**src/rtl/lbp_pkg.sv**
```systemverilog
// Shared types and constants for the LBP port arbiter slice.
// Image geometry, FSM states and the buffered result entry.
package lbp_pkg;

    localparam int IMG_DIM = 128;
    localparam int ADDR_W  = 2 * $clog2(IMG_DIM);
    localparam int DATA_W  = 8;

    typedef enum logic [1:0] {
        IDLE,
        RUN,
        DRAIN,
        DONE
    } state_t;

    typedef struct packed {
        logic [ADDR_W-1:0] addr;
        logic [DATA_W-1:0] data;
    } wr_entry_t;

endpackage

```
**src/rtl/lbp_wr_fifo.sv**
```systemverilog
// Small synchronous FIFO buffering engine results before the host write port.
// A push is accepted when full only if a pop happens in the same cycle.
module lbp_wr_fifo
    import lbp_pkg::*;
#(
    parameter int DEPTH = 2
) (
    input  logic      clk,
    input  logic      reset,
    input  logic      push,
    input  wr_entry_t push_entry,
    input  logic      pop,
    output wr_entry_t pop_entry,
    output logic      full,
    output logic      empty
);

    localparam int PTR_W = (DEPTH > 1) ? $clog2(DEPTH) : 1;

    wr_entry_t        mem [DEPTH];
    logic [PTR_W-1:0] wr_ptr;
    logic [PTR_W-1:0] rd_ptr;
    logic [PTR_W:0]   count;
    logic             do_push;
    logic             do_pop;

    assign empty     = (count == '0);
    assign full      = (count == (PTR_W + 1)'(DEPTH));
    assign do_pop    = pop && !empty;
    assign do_push   = push && (!full || do_pop);
    assign pop_entry = mem[rd_ptr];

    // Storage array, written on every accepted push
    always_ff @(posedge clk) begin
        if (do_push) begin
            mem[wr_ptr] <= push_entry;
        end
    end

    // Pointers and occupancy; power-of-2 depth lets pointers wrap naturally
    always_ff @(posedge clk or posedge reset) begin
        if (reset) begin
            wr_ptr <= '0;
            rd_ptr <= '0;
            count  <= '0;
        end else begin
            if (do_push) begin
                wr_ptr <= wr_ptr + 1'b1;
            end
            if (do_pop) begin
                rd_ptr <= rd_ptr + 1'b1;
            end
            if (do_push && !do_pop) begin
                count <= count + 1'b1;
            end else if (do_pop && !do_push) begin
                count <= count - 1'b1;
            end
        end
    end

endmodule

```
**src/rtl/lbp_port_arbiter.sv**
```systemverilog
// Shares the host read port and result write port between two LBP engines.
// Sequences start-up, round-robin arbitrates both ports and raises finish.
module lbp_port_arbiter #(
    parameter int ADDR_W      = 14,
    parameter int DATA_W      = 8,
    parameter int WFIFO_DEPTH = 2
) (
    input  logic              clk,
    input  logic              reset,
    input  logic              gray_ready,
    output logic              gray_req,
    output logic [ADDR_W-1:0] gray_addr,
    input  logic [DATA_W-1:0] gray_data,
    output logic              lbp_valid,
    output logic [ADDR_W-1:0] lbp_addr,
    output logic [DATA_W-1:0] lbp_data,
    output logic              finish,
    output logic              s0_start,
    input  logic              s0_rd_req,
    input  logic [ADDR_W-1:0] s0_rd_addr,
    output logic              s0_rd_gnt,
    output logic              s0_rd_valid,
    output logic [DATA_W-1:0] s0_rd_data,
    input  logic              s0_wr_valid,
    input  logic [ADDR_W-1:0] s0_wr_addr,
    input  logic [DATA_W-1:0] s0_wr_data,
    output logic              s0_wr_ack,
    input  logic              s0_done,
    output logic              s1_start,
    input  logic              s1_rd_req,
    input  logic [ADDR_W-1:0] s1_rd_addr,
    output logic              s1_rd_gnt,
    output logic              s1_rd_valid,
    output logic [DATA_W-1:0] s1_rd_data,
    input  logic              s1_wr_valid,
    input  logic [ADDR_W-1:0] s1_wr_addr,
    input  logic [DATA_W-1:0] s1_wr_data,
    output logic              s1_wr_ack,
    input  logic              s1_done
);

    import lbp_pkg::*;

    state_t            state;
    logic [1:0]        done_q;
    logic              start_q;
    logic              rd_last;
    logic              wr_last;
    logic              rd_owner;
    logic [DATA_W-1:0] rd_data_q;
    logic              run;
    logic              wr_en;
    logic              wr_room;
    logic              push;
    logic              pop;
    logic              full;
    logic              empty;
    wr_entry_t         push_entry;
    wr_entry_t         pop_entry;

    assign run         = (state == RUN);
    assign wr_en       = (state == RUN) || (state == DRAIN);
    assign pop         = !empty;
    assign wr_room     = !full || pop;
    assign push        = s0_wr_ack || s1_wr_ack;
    assign s0_start    = start_q;
    assign s1_start    = start_q;
    assign s0_rd_data  = rd_data_q;
    assign s1_rd_data  = rd_data_q;

    // Read grant: tie goes to the engine not served last
    always_comb begin
        s0_rd_gnt = 1'b0;
        s1_rd_gnt = 1'b0;
        if (run) begin
            if (s0_rd_req && s1_rd_req) begin
                s0_rd_gnt = rd_last;
                s1_rd_gnt = !rd_last;
            end else begin
                s0_rd_gnt = s0_rd_req;
                s1_rd_gnt = s1_rd_req;
            end
        end
    end

    // Write ack: independent round-robin, gated by FIFO room
    always_comb begin
        s0_wr_ack = 1'b0;
        s1_wr_ack = 1'b0;
        if (wr_en && wr_room) begin
            if (s0_wr_valid && s1_wr_valid) begin
                s0_wr_ack = wr_last;
                s1_wr_ack = !wr_last;
            end else begin
                s0_wr_ack = s0_wr_valid;
                s1_wr_ack = s1_wr_valid;
            end
        end
    end

    // Entry from whichever engine won the write port
    always_comb begin
        if (s1_wr_ack) begin
            push_entry = '{addr: s1_wr_addr, data: s1_wr_data};
        end else begin
            push_entry = '{addr: s0_wr_addr, data: s0_wr_data};
        end
    end

    lbp_wr_fifo #(
        .DEPTH(WFIFO_DEPTH)
    ) u_wr_fifo (
        .clk       (clk),
        .reset     (reset),
        .push      (push),
        .push_entry(push_entry),
        .pop       (pop),
        .pop_entry (pop_entry),
        .full      (full),
        .empty     (empty)
    );

    // Two-stage read pipeline: host request, then data return to owner
    always_ff @(posedge clk or posedge reset) begin
        if (reset) begin
            gray_req    <= 1'b0;
            gray_addr   <= '0;
            rd_owner    <= 1'b0;
            rd_last     <= 1'b1;
            s0_rd_valid <= 1'b0;
            s1_rd_valid <= 1'b0;
            rd_data_q   <= '0;
        end else begin
            gray_req <= s0_rd_gnt || s1_rd_gnt;
            if (s0_rd_gnt || s1_rd_gnt) begin
                gray_addr <= s1_rd_gnt ? s1_rd_addr : s0_rd_addr;
                rd_owner  <= s1_rd_gnt;
                rd_last   <= s1_rd_gnt;
            end
            s0_rd_valid <= gray_req && !rd_owner;
            s1_rd_valid <= gray_req && rd_owner;
            if (gray_req) begin
                rd_data_q <= gray_data;
            end
        end
    end

    // Write pointer update and registered result port
    always_ff @(posedge clk or posedge reset) begin
        if (reset) begin
            wr_last   <= 1'b1;
            lbp_valid <= 1'b0;
            lbp_addr  <= '0;
            lbp_data  <= '0;
        end else begin
            if (push) begin
                wr_last <= s1_wr_ack;
            end
            lbp_valid <= pop;
            if (pop) begin
                lbp_addr <= pop_entry.addr;
                lbp_data <= pop_entry.data;
            end
        end
    end

    // Sequencing FSM with sticky done flags and registered start/finish
    always_ff @(posedge clk or posedge reset) begin
        if (reset) begin
            state   <= IDLE;
            done_q  <= 2'b00;
            start_q <= 1'b0;
            finish  <= 1'b0;
        end else begin
            unique case (state)
                IDLE: begin
                    if (gray_ready) begin
                        state   <= RUN;
                        start_q <= 1'b1;
                    end
                end
                RUN: begin
                    done_q <= done_q | {s1_done, s0_done};
                    if (&done_q) begin
                        state   <= DRAIN;
                        start_q <= 1'b0;
                    end
                end
                DRAIN: begin
                    if (empty && !gray_req && !push) begin
                        state  <= DONE;
                        finish <= 1'b1;
                    end
                end
                DONE: begin
                    state <= DONE;
                end
                default: begin
                    state <= IDLE;
                end
            endcase
        end
    end

endmodule

```
**config.mk**
```make
export PLATFORM = sky130hd
export DESIGN_NAME = lbp_port_arbiter
export DESIGN_NICKNAME = d
export VERILOG_FILES = /design/src/rtl/lbp_pkg.sv /design/src/rtl/lbp_wr_fifo.sv /design/src/rtl/lbp_port_arbiter.sv
export SDC_FILE = /design/constraint.sdc
export NUM_CORES = 1
export LEC_CHECK = 0
export CAP_MARGIN = 10
export CORE_MARGIN = 3
export CORE_UTILIZATION = 49
export DETAILED_ROUTE_END_ITERATION = 10
export GPL_TIMING_DRIVEN = 0
export PLACE_DENSITY_LB_ADDON = 0.12
export SYNTH_ARGS = -nofsm -noshare
export SYNTH_HDL_FRONTEND = slang
export SYNTH_SLANG_ARGS = --single-unit
```
**constraint.sdc**
```tcl
create_clock -name clk -period 6.28 [get_ports clk]
set_input_delay 1.256 -clock clk [delete_from_list [all_inputs] [get_ports clk]]
set_output_delay 1.256 -clock clk [all_outputs]
set_load 0.05 [all_outputs]
```
======== After elaboration in Yosys (flattened, before gate mapping) ========
Memories as Yosys holds them, arrays and structs flattened. A register that Yosys moved wholly into a read port is not among the register bits.
Index checks and enable logic that the tools add are counted.
word-level totals
  memories kept ........................... 1
  output and inout bits ................... 63
  memory bits (writable) .................. 44
  bits in registers ....................... 39
memory list
  memory         words  bits a word  read ports  clocked after memory_dff  write ports  line               text
  u_wr_fifo.mem  2      22           1           1                         1            lbp_wr_fifo.sv:20  wr_entry_t mem [DEPTH];
operators by class
  mux-type cells .......................... 21
  add/subtract/negate cells ............... 4
  reductions and logical operators ........ 31
  bitwise logic cells ..................... 1
  equal/unequal tests ..................... 7
operators by type and width
  cell                                                  count
  2-to-1 mux 22 bit                                     1
  2-to-1 mux 14 bit                                     1
  2-to-1 mux 1 bit                                      12
  logical AND 1 bit                                     10
  2-to-1 mux 2 bit                                      5
  logical NOT 1 bit                                     9
  case mux 2 bit (4 select lines)                       1
  equality test 2 bit (second input constant)           3
  AND reduction 3 bit                                   2
  logical NOT 2 bit                                     2
  logical OR 1 bit                                      4
  != test 2 x 1 -> 1 bit (second input constant)        2
  AND reduction 2 bit                                   2
  nonzero test 2 bit                                    2
  adder 1 bit (second input constant)                   2
  adder 2 x 1 -> 2 bit (second input constant)          1
  equality test 2 x 1 -> 1 bit (second input constant)  1
  != test 2 bit (second input constant)                 1
  OR 2 bit                                              1
  case mux 1 bit (2 select lines)                       1
  subtractor 2 x 1 -> 2 bit (second input constant)     1

======== Depth between registers and ports, before layout ========
Gate-level depths: netlist (run 1).
  depth in word-level cells ............... 11
  mapped depth ............................ 7
  depth with buffers taken out ............ 7

======== Modules after synthesis ========
Synthesis (run 1) repeated with hierarchy kept, for this count alone.
unflattened totals
  cell total of the unflattened synthesis .. 290
  area, all modules ....................... 4523.1 um^2
modules (own cells, without submodules)
  module            instances  cells an instance  area an instance (um^2)
  lbp_port_arbiter  1          202                2708.8
  lbp_wr_fifo       1          88                 1814.2

======== Worst setup path before layout (run 1) ========
Ideal clock, no wire load.
  path kind ............................... input port to output port
  from .................................... input port s0_wr_valid
  to ...................................... output port s0_wr_ack
  stages .................................. 2
  arrival time ............................ 2062 ps
  slack ................................... 2962 ps
  path through ............................ nand2_1 a21oi_1
on the way
  cells in the longest elaborated chain, start to end .. 3
ends and longest elaborated chain
  element             line                    text
  start, declared     lbp_port_arbiter.sv:24  input logic s0_wr_valid,
  logical AND 1 bit   lbp_port_arbiter.sv:91  if (s0_wr_valid && s1_wr_valid) begin
  2-to-1 mux 1 bit *  lbp_port_arbiter.sv:91
  2-to-1 mux 1 bit *  lbp_port_arbiter.sv:90  if (wr_en && wr_room) begin
  end, declared       lbp_port_arbiter.sv:27  output logic s0_wr_ack,
Mark *: on every way between the ends. The rest lies on a longest branch, timed or not.

======== Worst setup path after layout (run 1) ========
  from .................................... input port s1_rd_req
  to ...................................... output port s1_rd_gnt
on the way
  cells in the longest elaborated chain, start to end .. 3
ends and longest elaborated chain
  element             line                    text
  start, declared     lbp_port_arbiter.sv:30  input logic s1_rd_req,
  logical AND 1 bit   lbp_port_arbiter.sv:76  if (s0_rd_req && s1_rd_req) begin
  2-to-1 mux 1 bit *  lbp_port_arbiter.sv:76
  2-to-1 mux 1 bit *  lbp_port_arbiter.sv:75  if (run) begin
  end, declared       lbp_port_arbiter.sv:32  output logic s1_rd_gnt,
Marked as above.

==> results of run 1 <==
[critical path, delay by kind of cell]
| family | cells | cell delay (ps) |
|---|---|---|
| compound gates | 1 | 250 |
| buf+inv | 3 | 1570 |
| simple gates | 1 | 130 |
[per-stage QoR]
| step | power, mW | hold slack (ps) |
|---|---|---|
| floorplan | 0.743 | 418 |
| finish | 1.22 | 452 |
| CTS | 1.23 | 452 |
| detailed placement | 0.804 | 451 |
| global route | 1.27 | 494 |
| global placement | 0.801 | 438 |
[logic make-up (layout without fill, tap and decap cells)]
logic type | count (synthesis) | after routing | synth area share (%)
buf+inv | 46 | 215 | 5.66
simple gates | 39 | 39 | 4.16
fa+ha+maj | 5 | 5 | 1.45
mux | 54 | 54 | 13.4
xor+xnor | 5 | 5 | 1.01
flops | 105 | 105 | 65.8
compound gates | 51 | 51 | 8.53
[routing by layer]
layer / wire length [µm] / up-vias / part of all wire [%]
li1: - / 1409 / -
met1: 3770 / 1443 / 39
met2: 5050 / 123 / 52
met3: 779 / 9 / 8.0
met4: 101 / 0 / 1.0
met5: 0 / - / 0
[cell usage after synthesis (3+ instances only)]
library cell,n
ha_1,5
mux2i_1,24
edfxtp_1,44
nor2b_1,3
dfrtp_1,59
inv_1,22
a21oi_1,5
buf_2,7
nor2_1,3
o21ai_0,23
mux2_2,29
buf_6,3
xor2_1,3
a222oi_1,14
buf_4,11
nand2_1,28
[report_power, final]
| group | total, mW | switching [mW] | internal [mW] |
|---|---|---|---|
| clock | 0.428 | 0.236 | 0.191 |
| combinational | 0.0744 | 0.0205 | 0.0539 |
| sequential | 0.715 | 0 | 0.715 |
[layout by cell type (no fill, tap or decap), types with 3 or more instances in the layout]
master and count:
o21ai_0 23, nand2_1 28, inv_6 3, buf_6 3, a21oi_1 5, clkdlybuf4s50_1 151, clkbuf_8 9, mux2_2 29
dfrtp_1 59, xor2_1 3, ha_1 5, mux2i_1 24, a222oi_1 14, buf_2 7, buf_4 11, edfxtp_1 44
nor2_1 3, inv_1 21
[how the worst min path moves through the flow]
stage	slack (ps)	endpoint	from
floorplan	420	s0_rd_valid$_DFF_PP0_	rd_owner$_DFFE_PP0P_
global placement	440	s0_rd_valid$_DFF_PP0_	rd_owner$_DFFE_PP0P_
finish	450	s0_rd_valid$_DFF_PP0_	rd_owner$_DFFE_PP0P_
detailed placement	450	s0_rd_valid$_DFF_PP0_	rd_owner$_DFFE_PP0P_
CTS	450	s0_rd_valid$_DFF_PP0_	rd_owner$_DFFE_PP0P_
global route	490	done_q[0]$_DFFE_PP0P_	done_q[0]$_DFFE_PP0P_
[sequential cells by signal, indices dropped and copies added (netlist names), 2 cells and up]
register and count:
u_wr_fifo.mem 44, gray_addr 14, lbp_addr 14, lbp_data 8, s0_rd_data 8, done_q 2
state 2, u_wr_fifo.count 2
[layout make-up]
type | count | area, µm²
plain buffers | 23 | 159
clock buffers | 9 | 124
clock inverters | 7 | 82.6
fillers | 578 | 2170
inverters | 23 | 86.3
multi-input cells | 154 | 1240
flip-flops and latches | 105 | 2850
well taps | 105 | 131
repair buffers | 153 | 1550
==> flow_summary_export.csv, run 1 <==
group,metric,value,unit
timing,setup_slack,1810,ps
global_routing,grt_max_degree,43,
die,die_area,0.0100,mm²
clocking,cts.sinks,105,
clocking,insertion_delay,360,ps
worst_setup_path,r2r_end,"u_wr_fifo.mem[1][20]$_DFFE_PP_",
finish,instances_no_fill,579,
drt,drc,0,
synth,synth_flop_cell,"dfrtp_1",
synth,synth_edf_count,44,
die,io_pins,152,
clocking,htree_levels,3,
timing,maxSlewHeadroom,30.8,%
global_routing,grt_pass1_vias,3161,
worst_setup_path,crit_fanout,10,
worst_setup_path,reg2reg_depth,4,
timing,finalCritPeriodShare,71.1,%
finish,fin_util,74.2,%
flow_run,max_cap_viol_count,0,
timing,fin_worst_skew,15.3,ps
synth,synth_area_leaders,"dfrtp_1, edfxtp_1, mux2_2",
worst_setup_path,cpPeakStageDelay,810,ps
drt,drt_pass1_iterations,4,
clocking,cts_tree,"done",
timing,setup_viol,0,
finish,area_growth,43.6,%
timing,slew_violations,0,
worst_setup_path,r2r_slack,3860,ps
worst_setup_path,startpoint,"s1_rd_req",
worst_setup_path,critPathCapture,"s1_rd_gnt",
timing,finalCriticalPeriod,4470,ps
global_routing,grtUsageMet3,4.86,%
worst_setup_path,crit_type,"primary input to primary output",
global_routing,antenna_found_initial,0,
drt,postRouteWirelength,9700,µm
finish,antenna_cells,0,
clocking,cts-resized-gates,0,
place,hpwl,7350,µm
clocking,clk_path_buf_depth,2,
drt,vias,2984,
place,portBuffers,151,
synth,synth.avg_cell_area,14.2,µm²
synth,synth.top_cell.area_share,34.1,%
place,dp.cells,563,
worst_setup_path,worstSetupEndpointType,"primary output",
drt,final_antenna_net_count,0,
min_path,hold_path_depth,1,
synth,yosysTopAreaCell,"dfrtp_1",
timing,hold_violations,0,
drt,vias_per_cell,5.15,
global_routing,grt-busiest-layer,"met2",
die,die_w,100,µm
clocking,cts.clk_slew.worst_paths,100,ps
place,dp_slack,1820,ps
timing,fin_tns_setup,0,ps
power_and_ir_drop,p_leak,2.81,nW
finish,stdcell_area,0.00622,mm²
die,die_h,100,µm
clocking,hold_buffers,0,
finish,layout.nets,563,
place,gp_congestion,0.804,
drt,routedWlPerCell,16.8,µm
die,row_count,33,
worst_setup_path,r2r_start,"state[0]$_DFFE_PP0P_",
worst_setup_path,start_kind,"primary input",
synth,ys_ff_latch,105,
synth,synthesis.nets,399,
synth,async_flop_share,58.1,%
place,placed_area,0.00601,mm²
global_routing,track_usage,19.9,%
die,core_area,0.00838,mm²
worst_setup_path,slowest_stage,"clkdlybuf4s50_1",
status,status,"complete, no violations",
timing,rsz0062_at_grt,"false",
synth,synthesis.area,0.00433,mm²
global_routing,grt-ovfl-total,0,
clocking,cts_made_buffers,9,
global_routing,grt_pass1_wl,15400,µm
global_routing,grt_use_met2,36.6,%
die,initial_utilization,51.6,%
worst_setup_path,crit_chain,"clkdlybuf4s50_1 > nand2_1 > a21oi_4 > buf_6 > clkdlybuf4s50_1",
power_and_ir_drop,power_density,196,mW/mm²
timing,worst_pin_slew,1040,ps
timing,max_freq,0.224,GHz
worst_setup_path,timing.critical_path.mode_cell,"clkdlybuf4s50_1",
synth,syn-instance-count,305,
clocking,postCtsSetupBuffers,0,
power_and_ir_drop,vdd_drop_max,0.000136,V
clocking,cts-root-buf,"clkbuf_8",
synth,synth_warnings,0,
worst_setup_path,required,5020,ps
min_path,hold_class,"register to register",
synth,ys_seq_area_share,65.8,%
synth,synth_cell_types,31,
global_routing,grt.met1_usage,23.0,%
worst_setup_path,critPathArrivalTime,3210,ps
drt,first_iter_violations,132,
finish,drive_gt1_share,17.3,%
No activity file was read; power rests on OpenSTA's default activity.
==> run 2, diff against run 1 <==
Settings changed: CORE_UTILIZATION 49 to 41.
Clock period 6.28 ns to 3.9 ns, I/O delays scaled along.
==> run 2 against run 1 <==
Effect of this change: first-iteration DRC count up 36%; final cell count up 4.7%; non-clock buffer count unchanged; register-to-register slack worse by 2400 ps; clock power up 42%; critical endpoint unchanged.
==> flow_summary_export.csv, run 2 (synthesis results as in run 1) <==
group,metric,value,unit
status,status,"complete, no violations",
die,io_pins,152,
finish,nFillCells,809,
die,row_count,36,
finish,layout.nets,563,
die,die_h,109,µm
timing,maxSlewHeadroom,27.3,%
clocking,cts-resized-gates,0,
timing,setup_viol,0,
drt,first_iter_violations,179,
global_routing,grt-ovfl-total,0,
place,dp.cells,591,
finish,largest-register,"u_wr_fifo.mem",
finish,seqCellArea,0.00285,mm²
drt,routedWlPerCell,16.0,µm
clocking,hold_buffers,0,
finish,layout_common_cells,"clkdlybuf4s50_1, dfrtp_1, edfxtp_1, mux2_2, nand2_1",
timing,finalCriticalPeriod,3520,ps
clocking,cts_made_buffers,9,
global_routing,track_usage,16.7,%
global_routing,grt_pass1_vias,2951,
worst_setup_path,crit_type,"primary input to primary output",
timing,slew_violations,0,
worst_setup_path,start_kind,"primary input",
worst_setup_path,crit_fanout,10,
place,dp_slack,373,ps
global_routing,grt_pass1_wl,15000,µm
worst_setup_path,r2r_end,"u_wr_fifo.mem[1][4]$_DFFE_PP_",
timing,rsz0062_at_grt,"false",
power_and_ir_drop,total_power,1.88,mW
place,gp_congestion,0.730,
min_path,hold_path_depth,1,
finish,largest_register_ffs,44,
worst_setup_path,r2r_start,"state[0]$_DFFE_PP0P_",
die,core_area,0.0100,mm²
worst_setup_path,reg2reg_depth,4,
finish,final_common_cell,"clkdlybuf4s50_1",
power_and_ir_drop,p_leak,2.80,nW
clocking,cts.clk_slew.worst_paths,100,ps
drt,final_antenna_net_count,0,
clocking,cts_tree,"done",
global_routing,antenna_found_initial,0,
finish,instances_no_fill,606,
drt,vias_per_cell,4.84,
global_routing,grt_max_degree,36,
worst_setup_path,critPathArrivalTime,2740,ps
finish,antenna_cells,0,
min_path,whs_endpoint,"done_q[0]$_DFFE_PP0P_",
timing,hold_violations,0,
timing,worst_pin_slew,1090,ps
finish,top_regs,"u_wr_fifo.mem (44), gray_addr (14), lbp_addr (14)",
power_and_ir_drop,power_density,302,mW/mm²
worst_setup_path,required,3120,ps
timing,fin_worst_skew,12.2,ps
drt,postRouteWirelength,9700,µm
min_path,hold_class,"register to register",
drt,vias,2933,
worst_setup_path,r2r_slack,1460,ps
drt,drt_pass1_iterations,5,
power_and_ir_drop,vdd_drop_max,0.000188,V
die,die_area,0.0118,mm²
finish,drive_gt1_share,17.1,%
place,hpwl,7190,µm
clocking,postCtsSetupBuffers,0,
die,initial_utilization,43.3,%
timing,fin_tns_setup,0,ps
min_path,hold_start,"done_q[0]$_DFFE_PP0P_",
timing,finalCritPeriodShare,90.3,%
worst_setup_path,worstSetupEndpointType,"primary output",
clocking,cts.sinks,105,
clocking,htree_levels,3,
finish,area_growth,43.6,%
flow_run,max_cap_viol_count,0,
timing,max_freq,0.284,GHz
clocking,clk_path_buf_depth,2,
clocking,cts-root-buf,"clkbuf_8",
drt,drc,0,
place,portBuffers,151,
timing,setup_slack,378,ps
die,die_w,109,µm
finish,multiInputGateArea,0.00124,mm²
clocking,insertion_delay,360,ps
[run 2: critical path, stage by stage]
cell and delay [ps]:
clkdlybuf4s50_1 570, nand2_1 140, a21oi_4 250, buf_6 190, clkdlybuf4s50_1 810
[run 2: final cells by class]
| type | instances | share of cell area (%) |
|---|---|---|
| flip-flops and latches | 105 | 45.8 |
| inverters | 23 | 1.39 |
| multi-input cells | 154 | 19.9 |
| clock inverters | 6 | 0.805 |
| clock buffers | 9 | 1.99 |
| plain buffers | 23 | 2.56 |
| well taps | 133 | 2.68 |
| repair buffers | 153 | 24.9 |
[run 2: how the worst max path moves through the flow]
stage | from | end | slack [ps] | cells past startpoint
5_1_grt | s1_rd_req | s1_rd_gnt | 250 | 5
3_5_place_dp | s1_rd_req | s1_rd_gnt | 370 | 5
3_3_place_gp | s1_wr_valid | u_wr_fifo.mem[0][1]$_DFFE_PP_ | 90 | 3
6_report | s1_rd_req | s1_rd_gnt | 380 | 5
4_1_cts | s1_rd_req | s1_rd_gnt | 360 | 5
2_1_floorplan | state[0]$_DFFE_PP0P_ | u_wr_fifo.mem[0][0]$_DFFE_PP_ | 1420 | 4
[run 2: through the flow]
stage / hold slack [ps] / area [µm²] / utilization [%]
finish: 471 / 6220 / 62.2
floorplan: 418 / 4330 / -
global placement: 438 / 6010 / 60.1
detailed placement: 437 / 6040 / 60.4
global route: 479 / 6220 / 62.2
CTS: 463 / 6220 / 62.2
[run 2: metal layers]
metal / share of wire, % / global-route usage [%] / wire length [µm] / up-vias
li1: - / - / - / 1406
met1: 40 / 20.1 / 3910 / 1400
met2: 48 / 28.1 / 4690 / 121
met3: 10 / 5.74 / 1010 / 6
met4: 0.94 / 5.86 / 91 / 0
met5: 0 / 0 / 0 / -
[run 2: power by group]
group          switching, mW  total (mW)  internal (mW)
combinational         0.0326       0.119         0.0867
sequential                 0        1.15           1.15
clock                  0.369       0.607          0.238
total                  0.402        1.88           1.48
==> run 3, diff against run 2 <==
Settings changed: CORE_MARGIN 3 to not set, SLEW_MARGIN set to 40.
==> run 3 against run 2 <==
Effect of this change: critical path depth unchanged; register-to-register slack better by 320 ps; maximum frequency about the same; setup slack better by 2.7 ps; combinational power about the same; clock power up 10%.
==> flow_summary_export.csv, run 3 (synthesis results as in run 1) <==
group,metric,value,unit
worst_setup_path,r2r_slack,1780,ps
timing,hold_ws,445,ps
power_and_ir_drop,sequentialPowerShare,59.3,%
drt,drt_pass1_iterations,4,
finish,instances_no_fill,610,
timing,fin_tns_setup,0,ps
worst_setup_path,start_kind,"primary input",
finish,stdcell_area,0.00625,mm²
finish,area_growth,44.5,%
worst_setup_path,crit_type,"primary input to primary output",
finish,seqCellArea,0.00285,mm²
die,die_w,105,µm
clocking,clk_path_buf_depth,2,
drt,first_iter_violations,216,
flow_run,max_cap_viol_count,0,
finish,final_common_cell,"clkdlybuf4s50_1",
finish,largest_register_ffs,44,
timing,slew_violations,0,
drt,routedWlPerCell,15.5,µm
drt,vias_per_cell,4.80,
power_and_ir_drop,switchingPower,399,µW
worst_setup_path,worstSetupEndpointType,"primary output",
clocking,cts_tree,"done",
place,dp.cells,594,
place,gp_congestion,0.787,
timing,max_freq,0.284,GHz
timing,hold_violations,0,
min_path,hold_path_depth,1,
finish,antenna_cells,0,
power_and_ir_drop,p_int,1.54,mW
finish,layout.nets,563,
power_and_ir_drop,p_leak,2.81,nW
min_path,hold_class,"register to register",
timing,maxSlewHeadroom,61.8,%
die,core_area,0.0103,mm²
global_routing,grt_pass1_vias,3066,
die,io_pins,152,
min_path,hold_start,"rd_owner$_DFFE_PP0P_",
worst_setup_path,reg2reg_depth,5,
die,die_h,105,µm
finish,largest-register,"u_wr_fifo.mem",
place,dp_slack,362,ps
clocking,htree_levels,3,
global_routing,antenna_found_initial,0,
place,portBuffers,151,
power_and_ir_drop,vdd_drop_max,0.000150,V
timing,setup_viol,0,
die,die_area,0.0110,mm²
timing,finalCriticalPeriod,3520,ps
clocking,cts.sinks,105,
power_and_ir_drop,power_density,310,mW/mm²
drt,final_antenna_net_count,0,
place,placed_area,0.00606,mm²
drt,postRouteWirelength,9480,µm
status,status,"complete, no violations",
global_routing,grt-ovfl-total,0,
finish,drive_gt1_share,17.1,%
finish,top_regs,"u_wr_fifo.mem (44), gray_addr (14), lbp_addr (14)",
place,hpwl,6690,µm
worst_setup_path,r2r_start,"state[0]$_DFFE_PP0P_",
power_and_ir_drop,swShare,20.6,%
finish,nFillCells,838,
global_routing,grt_max_degree,34,
die,row_count,37,
timing,fin_worst_skew,10.2,ps
clocking,postCtsSetupBuffers,0,
worst_setup_path,critPathArrivalTime,2740,ps
power_and_ir_drop,combPwrFrac,6.2,%
die,initial_utilization,42.1,%
clocking,insertion_delay,360,ps
clocking,cts.clk_slew.worst_paths,100,ps
global_routing,grt_pass1_wl,15700,µm
clocking,cts_made_buffers,9,
worst_setup_path,r2r_end,"u_wr_fifo.mem[0][16]$_DFFE_PP_",
global_routing,track_usage,18.5,%
timing,rsz0062_at_grt,"false",
timing,finalCritPeriodShare,90.2,%
worst_setup_path,crit_fanout,10,
power_and_ir_drop,power.share.clock,34.5,%
clocking,cts-resized-gates,0,
clocking,cts-root-buf,"clkbuf_8",
timing,setup_slack,381,ps
finish,layout_common_cells,"clkdlybuf4s50_1, dfrtp_1, edfxtp_1, mux2_2, nand2_1",
worst_setup_path,startpoint,"s1_rd_req",
finish,multiInputGateArea,0.00124,mm²
drt,vias,2926,
timing,worst_pin_slew,573,ps
min_path,whs_endpoint,"s0_rd_valid$_DFF_PP0_",
worst_setup_path,required,3120,ps
clocking,hold_buffers,0,
drt,drc,0,
==> run 3: worst max-delay path, stage by stage <==
cell             delay [ps]
clkdlybuf4s50_1         570
nand2_1                 130
a21oi_4                 260
buf_6                   190
clkdlybuf4s50_1         800
==> run 3: how the worst max path moves through the flow <==
stage / to / slack [ps] / cells after the start
final: s1_rd_gnt / 380 / 5
after floorplan: u_wr_fifo.mem[0][0]$_DFFE_PP_ / 1420 / 4
after CTS: s1_rd_gnt / 360 / 5
after detailed placement: s1_rd_gnt / 360 / 5
after global placement: u_wr_fifo.mem[0][18]$_DFFE_PP_ / 170 / 3
after global routing: s0_rd_gnt / 290 / 5
==> run 3: power by group through the flow <==
stage | combinational, mW | clock [mW] | sequential, mW
final | 0.120 | 0.670 | 1.15
after global routing | 0.130 | 0.740 | 1.15
after CTS | 0.122 | 0.695 | 1.15
after detailed placement | 0.121 | 0 | 1.17
after global placement | 0.115 | 0 | 1.17
after floorplan | 0.0213 | 0 | 1.17
==> run 3: final cells by class <==
| cell class | instances | share of cell area, % |
|---|---|---|
| Tap cell | 136 | 2.72 |
| Inverter | 23 | 1.42 |
| Sequential cell | 105 | 45.6 |
| Clock buffer | 11 | 2.10 |
| Buffer | 23 | 2.54 |
| Timing Repair Buffer | 153 | 24.7 |
| Multi-Input combinational cell | 154 | 19.9 |
| Clock inverter | 5 | 1.04 |
==> run 3: per-layer routing <==
metal  global-route usage, %  up-vias  wire, µm
met5                       0        -         0
met4                    6.04        0       106
met3                    4.62        9       626
met2                    32.0      110      4750
met1                    22.7     1403      4000
li1                        -     1404         -
==> run 3: metrics by stage <==
step,power (mW),util (%)
after floorplan,1.20,-
after global placement,1.29,58.5
after detailed placement,1.30,58.9
after CTS,1.97,60.8
after global routing,2.02,60.8
final,1.94,60.8
